--- src/rtl/seg_7_capture.sv ---
// Recovers a 4-digit BCD frame from multiplexed 7-segment lines by qualifying stable digit samples.
// Latency: a digit is captured on its STABLE_CYC-th identical sample; a frame is presented one edge after its last capture.
// Backpressure: out_ready only drains the output register; captures never stall, and an unaccepted frame is overwritten with an overrun pulse.
module seg_7_capture #(
    parameter int STABLE_CYC = 4
) (
    input  logic        clk,
    input  logic        rst_n,
    input  logic [0:6]  seg_7,
    input  logic [3:0]  dig_en,
    input  logic        out_ready,
    output logic [15:0] bcd,
    output logic [3:0]  dig_err,
    output logic        out_valid,
    output logic        overrun
);

    typedef enum logic [1:0] {SEARCH, COUNT, LOCKED} state_t;

    state_t      state;
    logic [3:0]  count;
    logic [10:0] cand;
    logic [3:0]  mask;
    logic [15:0] dig_reg;
    logic [3:0]  err_reg;
    logic        load;

    logic [10:0] sample;
    logic        qual;
    logic        same;
    logic        capture;
    logic [3:0]  dec_code;
    logic        dec_err;

    // Sample qualification: exactly one digit enable active.
    always_comb begin
        sample  = {dig_en, seg_7};
        qual    = (dig_en != 4'b0000) && ((dig_en & (dig_en - 4'd1)) == 4'b0000);
        same    = (sample == cand);
        capture = (state == COUNT) && qual && same && (count == 4'(STABLE_CYC - 1));
    end

    // Segment pattern to BCD decode; dash and unknown patterns are flagged.
    always_comb begin
        dec_code = 4'hF;
        dec_err  = 1'b1;
        case (seg_7)
            7'b1111110: begin dec_code = 4'd0; dec_err = 1'b0; end
            7'b0110000: begin dec_code = 4'd1; dec_err = 1'b0; end
            7'b1101101: begin dec_code = 4'd2; dec_err = 1'b0; end
            7'b1111001: begin dec_code = 4'd3; dec_err = 1'b0; end
            7'b0110011: begin dec_code = 4'd4; dec_err = 1'b0; end
            7'b1011011: begin dec_code = 4'd5; dec_err = 1'b0; end
            7'b1011111: begin dec_code = 4'd6; dec_err = 1'b0; end
            7'b1110000: begin dec_code = 4'd7; dec_err = 1'b0; end
            7'b1111111: begin dec_code = 4'd8; dec_err = 1'b0; end
            7'b1111011: begin dec_code = 4'd9; dec_err = 1'b0; end
            7'b0000001: begin dec_code = 4'hE; dec_err = 1'b1; end
            default:    begin dec_code = 4'hF; dec_err = 1'b1; end
        endcase
    end

    // Qualifier FSM: tracks the current run of identical qualifying samples.
    always_ff @(posedge clk) begin
        if (!rst_n) begin
            state <= SEARCH;
            count <= 4'd0;
            cand  <= 11'd0;
        end else begin
            case (state)
                SEARCH: begin
                    if (qual) begin
                        cand  <= sample;
                        count <= 4'd1;
                        state <= COUNT;
                    end
                end
                COUNT: begin
                    if (!qual) begin
                        count <= 4'd0;
                        state <= SEARCH;
                    end else if (same) begin
                        count <= count + 4'd1;
                        if (count == 4'(STABLE_CYC - 1)) state <= LOCKED;
                    end else begin
                        cand  <= sample;
                        count <= 4'd1;
                    end
                end
                LOCKED: begin
                    if (!qual) begin
                        count <= 4'd0;
                        state <= SEARCH;
                    end else if (!same) begin
                        cand  <= sample;
                        count <= 4'd1;
                        state <= COUNT;
                    end
                end
                default: begin
                    count <= 4'd0;
                    state <= SEARCH;
                end
            endcase
        end
    end

    // Digit capture and frame assembly; a full mask triggers an output load next edge.
    always_ff @(posedge clk) begin
        if (!rst_n) begin
            dig_reg <= 16'h0000;
            err_reg <= 4'b0000;
            mask    <= 4'b0000;
            load    <= 1'b0;
        end else begin
            load <= 1'b0;
            if (capture) begin
                for (int i = 0; i < 4; i++) begin
                    if (dig_en[i]) begin
                        dig_reg[4*i +: 4] <= dec_code;
                        err_reg[i]        <= dec_err;
                    end
                end
                if ((mask | dig_en) == 4'b1111) begin
                    mask <= 4'b0000;
                    load <= 1'b1;
                end else begin
                    mask <= mask | dig_en;
                end
            end
        end
    end

    // Output frame register with valid/ready handshake and overrun detection.
    always_ff @(posedge clk) begin
        if (!rst_n) begin
            bcd       <= 16'h0000;
            dig_err   <= 4'b0000;
            out_valid <= 1'b0;
            overrun   <= 1'b0;
        end else begin
            overrun <= 1'b0;
            if (load) begin
                bcd       <= dig_reg;
                dig_err   <= err_reg;
                out_valid <= 1'b1;
                overrun   <= out_valid && !out_ready;
            end else if (out_valid && out_ready) begin
                out_valid <= 1'b0;
            end
        end
    end

endmodule

--- config.mk ---
export PLATFORM = sky130hd
export DESIGN_NAME = seg_7_capture
export DESIGN_NICKNAME = d
export VERILOG_FILES = /design/src/rtl/seg_7_capture.sv
export SDC_FILE = /design/constraint.sdc
export NUM_CORES = 1
export LEC_CHECK = 0
export CORE_ASPECT_RATIO = 1.2
export CORE_MARGIN = 4
export CORE_UTILIZATION = 50
export DETAILED_ROUTE_END_ITERATION = 6
export DONT_BUFFER_PORTS = 1
export HOLD_SLACK_MARGIN = 0.05
export SYNTH_ARGS = -nofsm -noshare
export SYNTH_HDL_FRONTEND = slang
export SYNTH_SLANG_ARGS = --single-unit
--- constraint.sdc ---
create_clock -name clk -period 5 [get_ports clk]
set_input_delay 1 -clock clk [delete_from_list [all_inputs] [get_ports clk]]
set_output_delay 1 -clock clk [all_outputs]
set_load 0.05 [all_outputs]
## Yosys cells after proc, flatten, opt, wreduce, memory -nomap -nowiden

Index checks and enable logic that the tools add are counted.
Widths: inputs -> output; s select.

| operators by class | value |
|---|---|
| multiplexer cells | 23 |
| bitwise gates (word level) | 2 |
| add/subtract/negate cells | 2 |
| equal/unequal tests | 22 |
| reduce and logical (&&, ||, !) cells | 23 |

Operator list:

| kind | number |
|---|---|
| $eq 7x7->1 const B | 8 |
| $pmux 4 s11 | 1 |
| $mux 11 | 3 |
| $mux 4 | 6 |
| $pmux 11 s2 | 1 |
| $eq 7x6->1 const B | 2 |
| $reduce_and 2->1 | 7 |
| $mux 2 | 6 |
| $pmux 4 s3 | 1 |
| $eq 11x11->1 | 1 |
| $reduce_or 10->1 | 1 |
| $reduce_and 4->1 | 2 |
| $eq 7x1->1 const B | 1 |
| $logic_and 1x1->1 | 6 |
| $ne 3x3->1 const B | 2 |
| $pmux 2 s3 | 1 |
| $add 4x1->4 const B | 1 |
| $and 4x4->4 | 1 |
| $eq 4x2->1 const B | 1 |
| $eq 4x4->1 const B | 1 |
| $logic_not 4->1 | 1 |
| $mux 1 | 4 |
| $ne 2x2->1 const B | 2 |
| $or 4x4->4 | 1 |
| 10 further kinds | 11 |

| storage, ports and cells | value |
|---|---|
| output and inout bits | 22 |
| input bits | 14 |
| bits in registers | 64 |
| word-level logic and storage cells | 89 |

## Logic depth before layout (Yosys ltp)

| depth | value |
|---|---|
| depth after elaboration | 8 |
| depth in mapped cells | 8 |
| mapped depth without buffers | 7 |

## Worst setup path after synthesis

No wires, ideal clock.

| timing | value |
|---|---|
| kind | input to register |
| from | input port dig_en[2] |
| to | register count[0] |
| required time | 4878 ps |
| path buffers | 1 |
| data arrival time | 2344 ps |
| setup slack | 2534 ps |
| stages | 6 |
| library setup time | 122 ps |
| cell sequence | buf_2 xor2_1 a211oi_4 nor2b_1 a22o_1 o311a_1 |

| on the way | value |
|---|---|
| cells in the longest elaborated chain, start to end | 6 |
| elaborated cells on any way between the ends | 13 |
| classes of those cells | add/sub (1); eq/ne (3); mux (4); bitwise (1); reduce/logical (4) |

Ends and longest elaborated chain:

| element | RTL line | RTL |
|---|---|---|
| from (decl) | 10 | `input logic [3:0] dig_en,` |
| $sub 4x1->4 | 38 | `qual = (dig_en != 4'b0000) && ((dig_en & (dig_en - 4'd1)) == 4'b0000);` |
| $and 4x4->4 | 38 |  |
| $logic_not 4->1 | 38 |  |
| $logic_and 1x1->1 | 38 |  |
| $mux 4 (tied with other cells) | 91 | `if (!qual) begin` |
| $pmux 4 s3 / $reduce_and 2->1 (equally long branches) | - |  |
| to (signal assigned) | 83 | `count <= count + 4'd1;` |
| to (decl) | 21 | `logic [3:0] count;` |

Parallel ways exist; a longest one is shown, timed or not.
A chain may end at the register's enable or synchronous reset.

## Final worst setup path

| timing | value |
|---|---|
| from | input port dig_en[0] |
| to | register cand[7] |

| on the way | value |
|---|---|
| cells in the longest elaborated chain, start to end | 6 |
| elaborated cells on any way between the ends | 14 |
| classes of those cells | add/sub (1); eq/ne (4); mux (4); bitwise (1); reduce/logical (4) |

Ends and longest elaborated chain:

| element | RTL line | RTL |
|---|---|---|
| $sub 4x1->4 | 38 |  |
| $and 4x4->4 | 38 |  |
| $logic_not 4->1 | 38 |  |
| $logic_and 1x1->1 | 38 |  |
| $ne 2x1->1 (no line) / $ne 2x2->1 (equally long branches) | - |  |
| $reduce_and 4->1 (no line) | - |  |
| to (signal assigned) | 73 | `cand <= sample;` |
| to (signal assigned) | 86 | `cand <= sample;` |
| to (signal assigned) | 95 | `cand <= sample;` |
| to (decl) | 22 | `logic [10:0] cand;` |

Parallel ways exist; a longest one is shown, timed or not. The select of a mux whose other input is x is not followed.

==> results.cfg <==
[status]
status = finished clean

[floorplan]
die_area_mm2 = 0.00754
die_w_um = 79.9
fp.coreArea_mm2 = 0.00605
io_pins = 36
initial_core_util_pct = 51.3
dieHeight_um = 94.3
fp-row-count = 31

[global_route]
antenna_found_initial = 0
grt_pass1_vias = 2005
grt_start_max_net_pins = 68
grt_first_pass_wirelength_um = 9520
grt_overflow = 0
grt_use_total_pct = 16.2

[cells_and_area]
area_growth_pct = 6.77
fin_util_pct = 54.8
num-fill-cells = 569
drive_gt1_share_pct = 9.33
diodes = 0
fin_nets = 315

[yosys]
netlist_instances = 308
synth_area_mm2 = 0.00311
synth_xor_xnor_area_share_pct = 3.67
synth_top_family_by_area = simple AND/OR/NAND/NOR gates
async_flop_share_pct = 0
yosys.area_share.adder_pct = 2.01
yosysWarnings = 0
synth_edf_count = 0
synth.net_count = 327
muxShareOfSynthArea_pct = 14.2
synth-main-ff-cell = dfxtp_1
synth-compound-area-share_pct = 10.9
ys_types = 54
ys_ff_latch = 64
ys_seq_area_share_pct = 41.3
yosys.area_share.simple_pct = 23.8
syn_avg_cell_area_um2 = 10.1

[power]
power_frac_seq_pct = 47.5
report.power.total_mw = 1.12
internal_power_mw = 0.877
clockPowerShare_pct = 43.9
swShare_pct = 21.6
p_comb_share_pct = 8.6
switchingPower_mw = 0.242
p_leak_nw = 1.19
powerDensity_mw_per_mm2 = 337
vdd_drop_max_mv = 0.207

[worst_hold_path]
hold_class = reg -> reg

[timing]
drv_slew = 0
fmax_mhz = 391
final.setup.tns_ps = 0
final.period_utilization_pct = 51.2
max-slew-margin-rel_pct = 23.8
fin_crit_ps = 2560
worst_slack_ps = 2440
finalHoldViolCount = 0
fin_skew_ps = 7.69
rsz0062_at_grt = no
worstMarginPinSlew_ps = 1140
whs_ps = 486
setup_viol = 0

[detailed_routing]
drt-wirelength-per-cell_um = 14.5
via_per_inst = 5.38
drc = 0
wl_um = 5560
ant_nets = 0
detail_route.first_pass.iterations = 4
vias = 2055
drtIter0Drc = 66

[worst_setup_path]
crit_cells = 5
crit_path_start = dig_en[0]
rr_startpoint = state[1]$_SDFFE_PN0P_
cp_cell_sequence = nor4b_2, a211oi_4, a211oi_2, mux2i_1, nor2b_1
critPathCapture = cand[7]$_SDFFE_PN0P_
worst_r2r_endpoint = cand[7]$_SDFFE_PN0P_
end_kind = register
cp.required_ps = 5220
cp_slowest_cell = a211oi_2
worstSetupPathType = in -> reg
rrSetupSlack_ps = 2820
crit_fanout = 11
rr_worst_depth = 6
critPathTopFamily = compound AO/OA/AOI/OAI gates
critPathBufInv = 0
start_kind = input pin
cp.arrival_ps = 2780
max_stage_delay_ps = 950

[clock_tree]
hold_buffers = 0
post_cts_buffers = 0
cts.clk_slew.worst_paths_ps = 70
numCtsBuffers = 9
clk_latency_ps = 330
cts_sinks = 64
cts_tree = done
cts_root_buf = clkbuf_8
cts_buffer_depth = 2
h-tree-depth = 3
cts.repair.resized = 0

[placement]
place_ws_ps = 2060
hpwl_um = 3870
gp_congestion = 0.775
io_buffers = 0

[job]
drv_cap = 0
## area by class of cell
| type | count | area [µm²] | area share [%] |
|---|---|---|---|
| Sequential cell | 64 | 1280 | 38.6 |
| Multi-Input combinational cell | 217 | 1690 | 51.1 |
| Clock inverter | 3 | 65.1 | 1.96 |
| Timing Repair Buffer | 1 | 7.51 | 0.226 |
| Tap cell | 82 | 103 | 3.09 |
| Clock buffer | 12 | 155 | 4.68 |
| Inverter | 3 | 11.3 | 0.340 |
## worst reg2reg max path, stage by stage (launching register included)
cell      delay, ps
dfxtp_1         380
inv_1            80
ha_1            310
nor2_1           60
a211oi_2        880
mux2i_1         300
nor2b_1          60
## cells in the final DEF (no fill, tap or decap), types with 6 or more instances in the layout
cell | netlist | layout
dfxtp_1 | 64 | 64
nor2_1 | 8 | 8
mux2i_1 | 44 | 44
o21ai_0 | 6 | 6
nand2_1 | 13 | 13
o211a_1 | 8 | 8
nand3_1 | 7 | 7
clkbuf_8 | 0 | 11
xnor2_1 | 12 | 12
nor2b_1 | 47 | 47
## metal layers
| layer | part of all wire [%] | global-route usage, % | up-vias |
|---|---|---|---|
| li1 | - | - | 1063 |
| met1 | 47 | 20.0 | 952 |
| met2 | 47 | 25.8 | 33 |
| met3 | 4.5 | 5.15 | 7 |
| met4 | 1.6 | 7.18 | 0 |
| met5 | 0 | 0 | - |
## worst min-delay path by stage
| stage | from | endpoint | depth (start not counted) |
|---|---|---|---|
| detailed placement | mask[1]$_SDFFE_PN0N_ | mask[1]$_SDFFE_PN0N_ | 1 |
| finish | mask[1]$_SDFFE_PN0N_ | mask[1]$_SDFFE_PN0N_ | 1 |
| floorplan | mask[1]$_SDFFE_PN0N_ | mask[1]$_SDFFE_PN0N_ | 1 |
| global route | mask[2]$_SDFFE_PN0N_ | mask[2]$_SDFFE_PN0N_ | 1 |
| global placement | mask[1]$_SDFFE_PN0N_ | mask[1]$_SDFFE_PN0N_ | 1 |
| CTS | mask[1]$_SDFFE_PN0N_ | mask[1]$_SDFFE_PN0N_ | 1 |
## per-stage QoR
step           instance area, µm²  std cells
2_1_floorplan                3110        308
6_report                     3320        382
3_5_place_dp                 3100        367
5_1_grt                      3320        382
4_1_cts                      3320        382
3_3_place_gp                 3100        367
## cell usage after synthesis, types with 2 or more instances
| cell | count | area (µm²) |
|---|---|---|
| nor2_1 | 8 | 30.0 |
| a32oi_1 | 2 | 17.5 |
| o211a_1 | 8 | 80.1 |
| a21oi_1 | 3 | 15.0 |
| mux2i_1 | 44 | 440 |
| nor4b_2 | 2 | 30.0 |
| nand3_1 | 7 | 35.0 |
| and2_1 | 3 | 18.8 |
| o21ai_0 | 6 | 30.0 |
| ha_1 | 5 | 62.6 |
| inv_1 | 3 | 11.3 |
| nor4bb_1 | 2 | 20.0 |
| nand2b_1 | 2 | 12.5 |
| nor3b_1 | 2 | 15.0 |
| and3_1 | 5 | 31.3 |
| and3b_1 | 2 | 17.5 |
| buf_2 | 3 | 15.0 |
| dfxtp_1 | 64 | 1280 |
| and4_1 | 5 | 43.8 |
| nor2b_1 | 47 | 294 |
| nand4_1 | 3 | 18.8 |
| xnor2_1 | 12 | 105 |
| buf_4 | 5 | 37.5 |
| nand3b_1 | 3 | 22.5 |
| nand2_1 | 13 | 48.8 |
| o21a_1 | 5 | 37.5 |
| o21ai_1 | 2 | 10.0 |
| nor4b_1 | 2 | 17.5 |
| clkbuf_1 | 15 | 56.3 |
## logic make-up (layout without fill, tap and decap cells)
logic type,count (synthesis),count (layout)
muxes,44,44
and+or+nand+nor,115,115
DFF,64,64
adders and majority gates,5,5
buffers and inverters,27,19
AOI/OAI and AO/OA,40,40
xor gates and xnor gates,13,13
## power by group through the flow
stage	logic [mW]	clock network, mW	registers (mW)
2_1_floorplan	0.0993	0	0.541
3_3_place_gp	0.0966	0	0.543
3_5_place_dp	0.0974	0	0.543
4_1_cts	0.0976	0.504	0.532
5_1_grt	0.108	0.528	0.533
6_report	0.0961	0.491	0.532
No activity file was read; power rests on OpenSTA's default activity.
